[src/rtl/vga_pkg.sv]
// Shared VGA definitions used by both the capture block and the transmitter:
// nominal 640x480 timing totals, the RGB332 pixel type and the capture FSM states.
package vga_pkg;

   localparam int H_TOTAL = 800;
   localparam int V_TOTAL = 525;

   typedef struct packed {
      logic [2:0] red;
      logic [2:0] green;
      logic [1:0] blue;
   } rgb332_t;

   typedef enum logic [1:0] {
      SEARCH  = 2'd0,
      MEASURE = 2'd1,
      LOCKED  = 2'd2
   } cap_state_t;

   function automatic rgb332_t pack_rgb(input logic [2:0] r, input logic [2:0] g,
                                        input logic [1:0] b);
      rgb332_t p;
      p.red   = r;
      p.green = g;
      p.blue  = b;
      return p;
   endfunction

endpackage

[src/rtl/vga_capture_sync_edge.sv]
// Registers one active-low sync input on the pixel strobe and flags its rising edge
// (previous sample low, current input high) on that same strobe.
module sync_edge (
   input  logic clk,
   input  logic reset,
   input  logic pix_en,
   input  logic sync_in,
   output logic rise
);
   import vga_pkg::*;

   logic sync_q;

   always_ff @(posedge clk) begin
      if (reset) begin
         sync_q <= 1'b1;
      end else if (pix_en) begin
         sync_q <= sync_in;
      end
   end

   assign rise = pix_en & ~sync_q & sync_in;

endmodule

[src/rtl/vga_capture.sv]
// Measures incoming VGA line/frame timing, locks when it is stable and emits
// one write strobe per visible pixel with its column, row and RGB332 value.
//
//   state   | meaning
//   SEARCH  | no timing reference; waiting for a VS rising edge
//   MEASURE | checking one frame for constant line length and enough lines
//   LOCKED  | timing stable; visible pixels are written out
module vga_capture #(
   parameter int H_BEGIN  = 48,
   parameter int H_ACTIVE = 640,
   parameter int V_BEGIN  = 0,
   parameter int V_ACTIVE = 480
) (
   input  logic       clk,
   input  logic       reset,
   input  logic       pix_en,
   input  logic       HS,
   input  logic       VS,
   input  logic [2:0] red,
   input  logic [2:0] green,
   input  logic [1:0] blue,
   output logic       wr_en,
   output logic [9:0] wr_x,
   output logic [8:0] wr_y,
   output logic [7:0] wr_data,
   output logic       locked,
   output logic [9:0] line_len,
   output logic [9:0] frame_lines,
   output logic       frame_done,
   output logic       err
);
   import vga_pkg::*;

   cap_state_t  state;
   logic        hs_rise, vs_rise;
   logic [9:0]  hc, vc, ref_len;
   logic        have_ref, len_ok;
   logic        h_sat, v_sat, frame_good, in_win, wr_fire;
   logic [10:0] x_off, y_off;

   sync_edge u_hs (.clk(clk), .reset(reset), .pix_en(pix_en), .sync_in(HS), .rise(hs_rise));
   sync_edge u_vs (.clk(clk), .reset(reset), .pix_en(pix_en), .sync_in(VS), .rise(vs_rise));

   assign h_sat = (hc == 10'h3FF);
   assign v_sat = (vc == 10'h3FF);

   // Offsets wrap to >= 1024 when the counter is before the window start,
   // so a single unsigned compare covers both window bounds.
   assign x_off  = {1'b0, hc} - 11'(H_BEGIN);
   assign y_off  = {1'b0, vc} - 11'(V_BEGIN);
   assign in_win = (x_off < 11'(H_ACTIVE)) && (y_off < 11'(V_ACTIVE));

   // The line ending on this VS edge counts toward the frame; the line count
   // checked is the one latched at the previous VS edge.
   assign frame_good = have_ref && len_ok && (!hs_rise || (hc == ref_len)) &&
                       ({1'b0, frame_lines} > 11'(V_BEGIN + V_ACTIVE - 1));

   assign wr_fire = pix_en && (state == LOCKED) && in_win;
   assign locked  = (state == LOCKED);

   always_ff @(posedge clk) begin
      if (reset) begin
         hc          <= '0;
         vc          <= '0;
         line_len    <= '0;
         frame_lines <= '0;
      end else if (pix_en) begin
         if (hs_rise) begin
            hc       <= '0;
            line_len <= hc;
         end else if (!h_sat) begin
            hc <= hc + 10'd1;
         end
         if (vs_rise) begin
            vc          <= '0;
            frame_lines <= vc;
         end else if (hs_rise && !v_sat) begin
            vc <= vc + 10'd1;
         end
      end
   end

   always_ff @(posedge clk) begin
      if (reset) begin
         have_ref <= 1'b0;
         len_ok   <= 1'b1;
         ref_len  <= '0;
      end else if (vs_rise) begin
         have_ref <= 1'b0;
         len_ok   <= 1'b1;
      end else if (hs_rise) begin
         if (!have_ref) begin
            ref_len  <= hc;
            have_ref <= 1'b1;
         end else if (hc != ref_len) begin
            len_ok <= 1'b0;
         end
      end
   end

   always_ff @(posedge clk) begin
      if (reset) begin
         state <= SEARCH;
         err   <= 1'b0;
      end else if (h_sat || v_sat) begin
         state <= SEARCH;
         err   <= 1'b1;
      end else begin
         case (state)
            SEARCH:  if (vs_rise) state <= MEASURE;
            MEASURE: if (vs_rise && frame_good) state <= LOCKED;
            LOCKED: begin
               if (hs_rise && (hc != line_len)) begin
                  state <= SEARCH;
                  err   <= 1'b1;
               end
            end
            default: state <= SEARCH;
         endcase
      end
   end

   always_ff @(posedge clk) begin
      if (reset) begin
         wr_en      <= 1'b0;
         wr_x       <= '0;
         wr_y       <= '0;
         wr_data    <= '0;
         frame_done <= 1'b0;
      end else begin
         wr_en      <= wr_fire;
         frame_done <= vs_rise && (state == LOCKED);
         if (wr_fire) begin
            wr_x    <= x_off[9:0];
            wr_y    <= y_off[8:0];
            wr_data <= pack_rgb(red, green, blue);
         end
      end
   end

endmodule

[config.mk]
export PLATFORM = sky130hd
export DESIGN_NAME = vga_capture
export DESIGN_NICKNAME = d
export VERILOG_FILES = /design/src/rtl/vga_pkg.sv /design/src/rtl/vga_capture_sync_edge.sv /design/src/rtl/vga_capture.sv
export SDC_FILE = /design/constraint.sdc
export NUM_CORES = 1
export LEC_CHECK = 0
export CAP_MARGIN = 15
export CORE_MARGIN = 2
export CORE_UTILIZATION = 35
export CTS_CLUSTER_SIZE = 8
export DETAILED_ROUTE_END_ITERATION = 6
export PLACE_DENSITY = 0.54
export SYNTH_ARGS = -nofsm -noshare
export SYNTH_HDL_FRONTEND = slang
export SYNTH_HIERARCHICAL = 1
export SYNTH_SLANG_ARGS = --single-unit
[constraint.sdc]
create_clock -name clk -period 4.2 [get_ports clk]
set_input_delay 0.42 -clock clk [delete_from_list [all_inputs] [get_ports clk]]
set_output_delay 0.42 -clock clk [all_outputs]
set_load 0.01 [all_outputs]
==> results of run 1 <==
==> worst min-delay path by stage <==
stage                                 from                     endpoint  slack (ps)  depth (start not counted)
6_report       frame_lines[2]$_SDFFE_PP0P_  frame_lines[2]$_SDFFE_PP0P_         460                          2
3_3_place_gp         state[1]$_SDFFE_PP0P_        state[0]$_SDFFE_PP0P_         430                          1
2_1_floorplan        state[1]$_SDFFE_PP0P_        state[0]$_SDFFE_PP0P_         420                          1
3_5_place_dp         state[1]$_SDFFE_PP0P_        state[0]$_SDFFE_PP0P_         450                          1
5_1_grt        frame_lines[1]$_SDFFE_PP0P_  frame_lines[1]$_SDFFE_PP0P_         480                          2
4_1_cts              state[1]$_SDFFE_PP0P_        state[0]$_SDFFE_PP0P_         460                          1
==> cell families (layout without fill, tap and decap cells) <==
kind of cell               after synthesis  count (layout)  synth area share
DFF                                     86              86             0.442
muxes                                   35              35            0.0899
AOI/OAI and AO/OA                       60              60             0.109
buffers and inverters                   36              87            0.0623
xor gates and xnor gates                33              33            0.0741
and+or+nand+nor                        176             176             0.213
adders and majority gates                3               3           0.00963
==> layout by cell type, fill, tap and decap left out, drive strengths merged, types with 2 or more instances in the layout <==
cell	synthesis	layout
nand2b	7	7
and2	2	2
nor2	65	65
nand2	57	57
xor2	11	11
mux2i	35	35
inv	3	4
o2111ai	3	3
ha	3	3
clkinv	0	2
clkinvlp	0	3
o21ai	6	6
nand3	5	5
nor3	8	8
xnor2	22	22
or4b	2	2
nand3b	4	4
a31oi	2	2
clkbuf	12	10
and3	2	2
clkdlybuf4s50	0	62
dfxtp	86	86
a2111oi	2	2
nor3b	2	2
nand4	8	8
or2	2	2
and4	4	4
nor4b	2	2
a32o	2	2
a21oi	32	32
buf	21	6
or3	3	3
==> worst max-delay path, stage by stage, from the launching register on <==
cell and delay [ps]:
dfxtp_1 600, ha_1 330, nor3_2 100, o2bb2ai_1 210
o21ai_4 870, mux2i_1 270, nor2_1 50
==> per-stage QoR <==
step | total power [mW] | worst slack [ps] | hold WS, ps
floorplan | 0.879 | 2430 | 424
global placement | 0.900 | 1490 | 434
detailed placement | 0.901 | 1490 | 450
CTS | 1.45 | 1580 | 462
global route | 1.49 | 1350 | 481
finish | 1.43 | 1610 | 464
==> flip-flops by register name, summed over array words and instances, names as in the netlist <==
| register | cells |
|---|---|
| hc | 10 |
| have_ref | 1 |
| u_hs/sync_q | 1 |
| state | 2 |
| ref_len | 10 |
| err | 1 |
| u_vs/sync_q | 1 |
| wr_y | 9 |
| wr_x | 10 |
| vc | 10 |
| wr_en | 1 |
| wr_data | 8 |
| line_len | 10 |
| frame_done | 1 |
| frame_lines | 10 |
| len_ok | 1 |
==> power by group <==
| part | internal (mW) | leakage [nW] | switching (mW) |
|---|---|---|---|
| Clock | 0.233 | 0.0849 | 0.313 |
| Sequential | 0.819 | 0.693 | 0.00708 |
| Combinational | 0.0230 | 0.974 | 0.0321 |
==> area by class of cell <==
class	instances	area [sq um]
multi-input cells	307	1940
clock inverters	6	45.0
inverters	3	11.3
well taps	140	175
fillers	1092	6140
repair buffers	68	663
clock buffers	10	138
flip-flops and latches	86	1720
==> per-layer routing <==
metal | vias up | GRT usage | part of all wire
li1 | 1553 | - | -
met1 | 1447 | 0.240 | 0.53
met2 | 66 | 0.229 | 0.42
met3 | 7 | 0.0320 | 0.039
met4 | 0 | 0.0588 | 0.0094
met5 | - | 0 | 0
==> results.rst, run 1 <==
.. list-table::
   :header-rows: 1

   * - Metric
     - Value
   * - Post-CTS Repair Setup Buffers
     - 0
   * - Yosys top cell area share
     - 0.442
   * - Highest net fanout along the worst path
     - 28
   * - Part of the Yosys area used for sequential elements
     - 0.442
   * - Register-to-Register Path Depth
     - 6
   * - Total placed instance area
     - 4510 sq um
   * - Final Cycle Share
     - 0.617
   * - Top post-synthesis cells by count
     - dfxtp_1, nor2_1, nand2_1
   * - Static leakage power
     - 1.75 nW
   * - Total wire length
     - around 9200 um
   * - Number of different library cells in the post-synthesis netlist
     - 60
   * - Root buffer cell
     - clkbuf_8
   * - Worst-case register-to-register setup slack
     - roughly 1600 ps
   * - Die area
     - ~12000 sq um
   * - Slew at the pin closest to its max-slew limit
     - 1080 ps
   * - Drt initial violations
     - approximately 130
   * - Main flop type after synthesis
     - dfxtp_1
   * - Maximum vdd ir drop
     - ~0.14 mV
   * - Post-route insts no fill
     - 620
   * - TritonCTS sink count
     - 86
   * - Post-cts sizing count
     - 0
   * - Synthesis-to-finish area growth
     - 20.4%
   * - Count of nets left with antenna violations after detail routing
     - 0
   * - Top-level port count
     - 64
   * - Cell Area, Synth
     - 3900 sq um
   * - TritonCTS clock tree
     - yes
   * - Post-CTS Hold Fix Bufs
     - 0
   * - Fmax achieved
     - roughly 390 MHz
   * - WP data required
     - ~4400 ps
   * - CTS Buffer Depth
     - 2
   * - Top cell type by total area after synthesis
     - dfxtp_1
   * - Nature of the critical path endpoint
     - register
   * - Number of flip-flops and latches in the synthesized netlist
     - 86
   * - Fraction of layout instances using a drive strength above 1
     - 0.0708
   * - Die Y
     - ~110 um
   * - Net count after synthesis
     - roughly 450
   * - Clock slew at the register clock pins of the worst setup and hold paths
     - roughly 100 ps
   * - Grt total ovfl
     - 0
   * - Cell with the most instances after synthesis
     - dfxtp_1
   * - Number of enable flip-flop cells after synthesis
     - 0
   * - Final layout net count
     - slightly below 500
   * - Dominant cells by area after synthesis
     - dfxtp_1, mux2i_1, nor2_1, nand2_1, xnor2_1
   * - Die X-Extent
     - ~110 um
   * - Placed Cells
     - around 600
   * - Max-capacitance violation count
     - 0
   * - Count of mapped cells out of synthesis
     - approximately 430
   * - Core ar.
     - 10800 sq um
   * - Kind of launch point of the worst setup path
     - register
   * - Fin util
     - 0.433
   * - Global placer's final weighted congestion
     - 0.781
   * - Total power divided by cell area
     - between 300 and 400 nW/um^2
   * - Design Area, Final
     - 4700 sq um
   * - Ys async rst share
     - 0
   * - Worst clock skew
     - approximately 9.8 ps
   * - Path type of the worst setup path
     - reg -> reg
   * - Number of detailed-routing iterations run before antenna repair
     - 4
   * - Slew Viols, Final
     - 0
   * - Number of placement rows
     - 38
   * - Starting Density
     - 0.360
   * - Summed negative setup slack over all endpoints
     - 0 ps
   * - Arrival time worst endpoint
     - 2800 ps
   * - DRC violation count after routing
     - 0
   * - Number of antenna violations at the first check in global routing
     - 0
   * - Routed length per instance
     - approximately 15 um
   * - Worst setup path endpoint
     - wr_y[3]$_SDFFE_PP0P_
   * - Unrepaired setup endpoints after global routing
     - no
   * - Largest net degree at the start of global routing
     - 54
   * - Total via count after detailed routing
     - about 3000
   * - Clock latency of the later-clocked register in the worst-skew pair
     - around 350 ps
   * - Worst-case headroom to the max-slew limit
     - 0.280
   * - Via count of the first global-routing pass
     - 2944
   * - Port Buffer Count
     - 63
   * - Inserted Diodes
     - 0
   * - Startpoint of the worst register-to-register path
     - hc[5]$_SDFFE_PP0P_
   * - Final count of hold timing violations
     - 0
   * - Number of buffers inserted during clock tree synthesis
     - 9
   * - Tot GR Track Use
     - 0.161
   * - Shortest period the worst path allows
     - about 2600 ps
   * - Number of warnings printed during yosys synthesis
     - 6
   * - Hold crit path type
     - reg -> reg
   * - End of the worst register-to-register path
     - wr_y[3]$_SDFFE_PP0P_
   * - First-pass GRT wire length
     - 15000 um
   * - Crit path launch
     - hc[5]$_SDFFE_PP0P_
   * - Detailed placer's ending HPWL
     - about 6200 um
   * - Post-synthesis average cell area
     - 9.09 sq um
   * - Run status
     - complete, no violations
   * - Post-detailed-route via-to-cell ratio
     - ~5.0
   * - Maximum level of the CTS H-tree
     - 3
   * - Final setup vio count
     - 0
(Power assumes the default switching activity.)
==> run 2, diff against run 1 <==
- PLACE_DENSITY: 0.54 -> 0.56
- clock period: 4.2 -> 2.2 ns (I/O delays scaled with it)
==> run 2 against run 1 <==
Net effect:
- fmax grew 26%
- wire length grew 0.24%
- total power grew 90%
- worst setup slack lost 1500 ps
- final cell count grew 4.4%
- combinational power grew 130%
- critical path depth is the same
- via count grew 4.6%
- clock skew grew 6.1 ps
- sequential share of layout area shrank 1.7 points
- worst hold slack lost 80 ps
- critical endpoint is now err$_SDFFE_PP0P_
- highest routed layer unchanged
==> results.rst, run 2 (synthesized netlist as in run 1, its figures left out) <==
.. list-table::
   :header-rows: 1

   * - Metric
     - Value
   * - FF/Latch Area
     - 1720 sq um (about the same)
   * - Min-Delay Startpoint
     - reset
   * - Final Cycle Share
     - 0.936 (+0.319)
   * - Number of detailed-routing iterations run before antenna repair
     - 5 (+1)
   * - Arrival time worst endpoint
     - 2290 ps (-510 ps)
   * - Area occupied by multi-input gates
     - 1950 sq um (+0.26%)
   * - Worst clock skew
     - 15.9 ps (+6.10 ps)
   * - CTS Buffer Depth
     - 2 (unchanged)
   * - Grt total ovfl
     - 0 (unchanged)
   * - Largest net degree at the start of global routing
     - 36 (-33%)
   * - Fraction of layout instances using a drive strength above 1
     - 0.124 (+0.0534)
   * - Post-detailed-route via-to-cell ratio
     - 4.97 (+0.19%)
   * - Worst setup slack after layout
     - 140 ps (-1470 ps)
   * - Setup WS pre-CTS
     - 110 ps (-1380 ps)
   * - Post-route insts no fill
     - 647 (+4.4%)
   * - Highest net fanout along the worst path
     - 12 (-57%)
   * - Run status
     - complete, no violations
   * - Drt initial violations
     - 113 (-14%)
   * - Via count of the first global-routing pass
     - 3078 (+4.6%)
   * - DRC violation count after routing
     - 0 (unchanged)
   * - Port Buffer Count
     - 63 (unchanged)
   * - Synthesis-to-finish area growth
     - 26.4%
   * - WP data required
     - 2430 ps (-1970 ps)
   * - Total wire length
     - 9240 um (+0.24%)
   * - Hold crit path type
     - in -> reg
   * - Static leakage power
     - 1.91 nW (+9.0%)
   * - Nature of the critical path endpoint
     - register
   * - Number of buffers inserted during clock tree synthesis
     - 9 (unchanged)
   * - Startpoint of the worst register-to-register path
     - hc[6]$_SDFFE_PP0P_
   * - First-pass GRT wire length
     - 15300 um (+1.7%)
   * - Top-level port count
     - 64 (unchanged)
   * - Commonest cells after routing, fill and taps aside
     - dfxtp_1, nor2_1, clkdlybuf4s50_1, nand2_1, mux2i_1
   * - Worst setup path endpoint
     - err$_SDFFE_PP0P_
   * - Slew Viols, Final
     - 0 (unchanged)
   * - Die X-Extent
     - 110 um (unchanged)
   * - Core ar.
     - 10800 sq um (unchanged)
   * - Fill cell count
     - 1073 (-1.7%)
   * - Summed negative setup slack over all endpoints
     - 0 ps (unchanged)
   * - Number of antenna violations at the first check in global routing
     - 0 (unchanged)
   * - Detailed placer's ending HPWL
     - 6660 um (+7.3%)
   * - Starting Density
     - 0.360 (unchanged)
   * - Worst-case headroom to the max-slew limit
     - 0.542 (+0.262)
   * - Clock slew at the register clock pins of the worst setup and hold paths
     - 80 ps (-20 ps)
   * - Shortest period the worst path allows
     - 2060 ps (-533 ps)
   * - TritonCTS clock tree
     - yes
   * - Kind of launch point of the worst setup path
     - register
   * - Final count of hold timing violations
     - 0 (unchanged)
   * - Worst-case register-to-register setup slack
     - 140 ps (-1470 ps)
   * - Inserted Diodes
     - 0 (unchanged)
   * - Slew at the pin closest to its max-slew limit
     - 686 ps (-390 ps)
   * - Max-capacitance violation count
     - 0 (unchanged)
   * - TritonCTS sink count
     - 86 (unchanged)
   * - Die Y
     - 110 um (unchanged)
   * - Total via count after detailed routing
     - 3213 (+4.6%)
   * - Global placer's final weighted congestion
     - 0.830 (+6.3%)
   * - Total power divided by cell area
     - 550 nW/um^2 (+81%)
   * - Placed Cells
     - 632 (+4.6%)
   * - Most common cell after layout, fill and taps aside
     - dfxtp_1
   * - Unrepaired setup endpoints after global routing
     - no
   * - Worst Hold Depth
     - 2 (unchanged)
   * - Routed length per instance
     - 14.3 um (-3.9%)
   * - End of the worst register-to-register path
     - err$_SDFFE_PP0P_
   * - Path type of the worst setup path
     - reg -> reg
   * - Register-to-Register Path Depth
     - 6 (unchanged)
   * - Crit path launch
     - hc[6]$_SDFFE_PP0P_
   * - Final layout net count
     - 519 (+5.7%)
   * - Number of placement rows
     - 38 (unchanged)
   * - Maximum level of the CTS H-tree
     - 3 (unchanged)
   * - Count of nets left with antenna violations after detail routing
     - 0 (unchanged)
   * - Fmax achieved
     - 485 MHz (+26%)
   * - Hold WS
     - 384 ps (-79.7 ps)
   * - Tot GR Track Use
     - 0.166 (+0.00422)
   * - Maximum vdd ir drop
     - 0.299 mV (+120%)
   * - Post-CTS Repair Setup Buffers
     - 0 (unchanged)
   * - Final setup vio count
     - 0 (unchanged)
   * - Root buffer cell
     - clkbuf_8
   * - Clock latency of the later-clocked register in the worst-skew pair
     - 370 ps (+20 ps)
   * - Die area
     - 12000 sq um (unchanged)
==> run 2: report_power, final <==
part / internal, mW / switching, mW / leakage (nW)
clock: 0.437 / 0.579 / 0.0885
combinational: 0.0549 / 0.0712 / 1.13
sequential: 1.56 / 0.00542 / 0.694
total: 2.05 / 0.655 / 1.91
==> run 2: worst max-delay path: stages (launching register included) <==
cell,delay (ps)
dfxtp_1,680
xnor2_1,180
nand4_1,160
o41ai_1,540
buf_4,210
or2_1,100
a21oi_1,60
==> run 2: layout make-up <==
cell class                 instances  area share
inverter                           3     0.00229
clock inverter                     5     0.00711
timing repair buffer              96       0.182
tap                              140      0.0356
multi-input combinational        307       0.395
clock buffer                      10      0.0279
sequential                        86       0.350
==> run 2: worst min path at each step <==
stage	to	slack (ps)
6_report	ref_len[1]$_SDFFE_PP0P_	380
5_1_grt	ref_len[1]$_SDFFE_PP0P_	400
4_1_cts	wr_x[0]$_SDFFE_PP0P_	370
3_5_place_dp	frame_lines[2]$_SDFFE_PP0P_	450
3_3_place_gp	state[0]$_SDFFE_PP0P_	430
2_1_floorplan	u_hs/sync_q$_SDFFE_PP1P_	330
==> run 2: routing by layer <==
metal	share of wire	global-route usage	vias to the layer above
li1	-	-	1610
met1	0.49	0.226	1511
met2	0.44	0.251	79
met3	0.054	0.0415	13
met4	0.015	0.0642	0
met5	0	0	-
==> run 2: timing repair <==
item / 4_1_cts / 5_1_grt
resized for setup: 0 / 1
hold buffers: 0 / 0
setup endpoints to repair: 0 / 1
==> run 2: stage by stage <==
stage               area (sq um)   util  total power [mW]
floorplan                   3900      -              1.68
CTS                         4930  0.454              2.75
global route                4930  0.455              2.82
global placement            4750  0.438              1.73
finish                      4930  0.455              2.71
detailed placement          4750  0.438              1.73
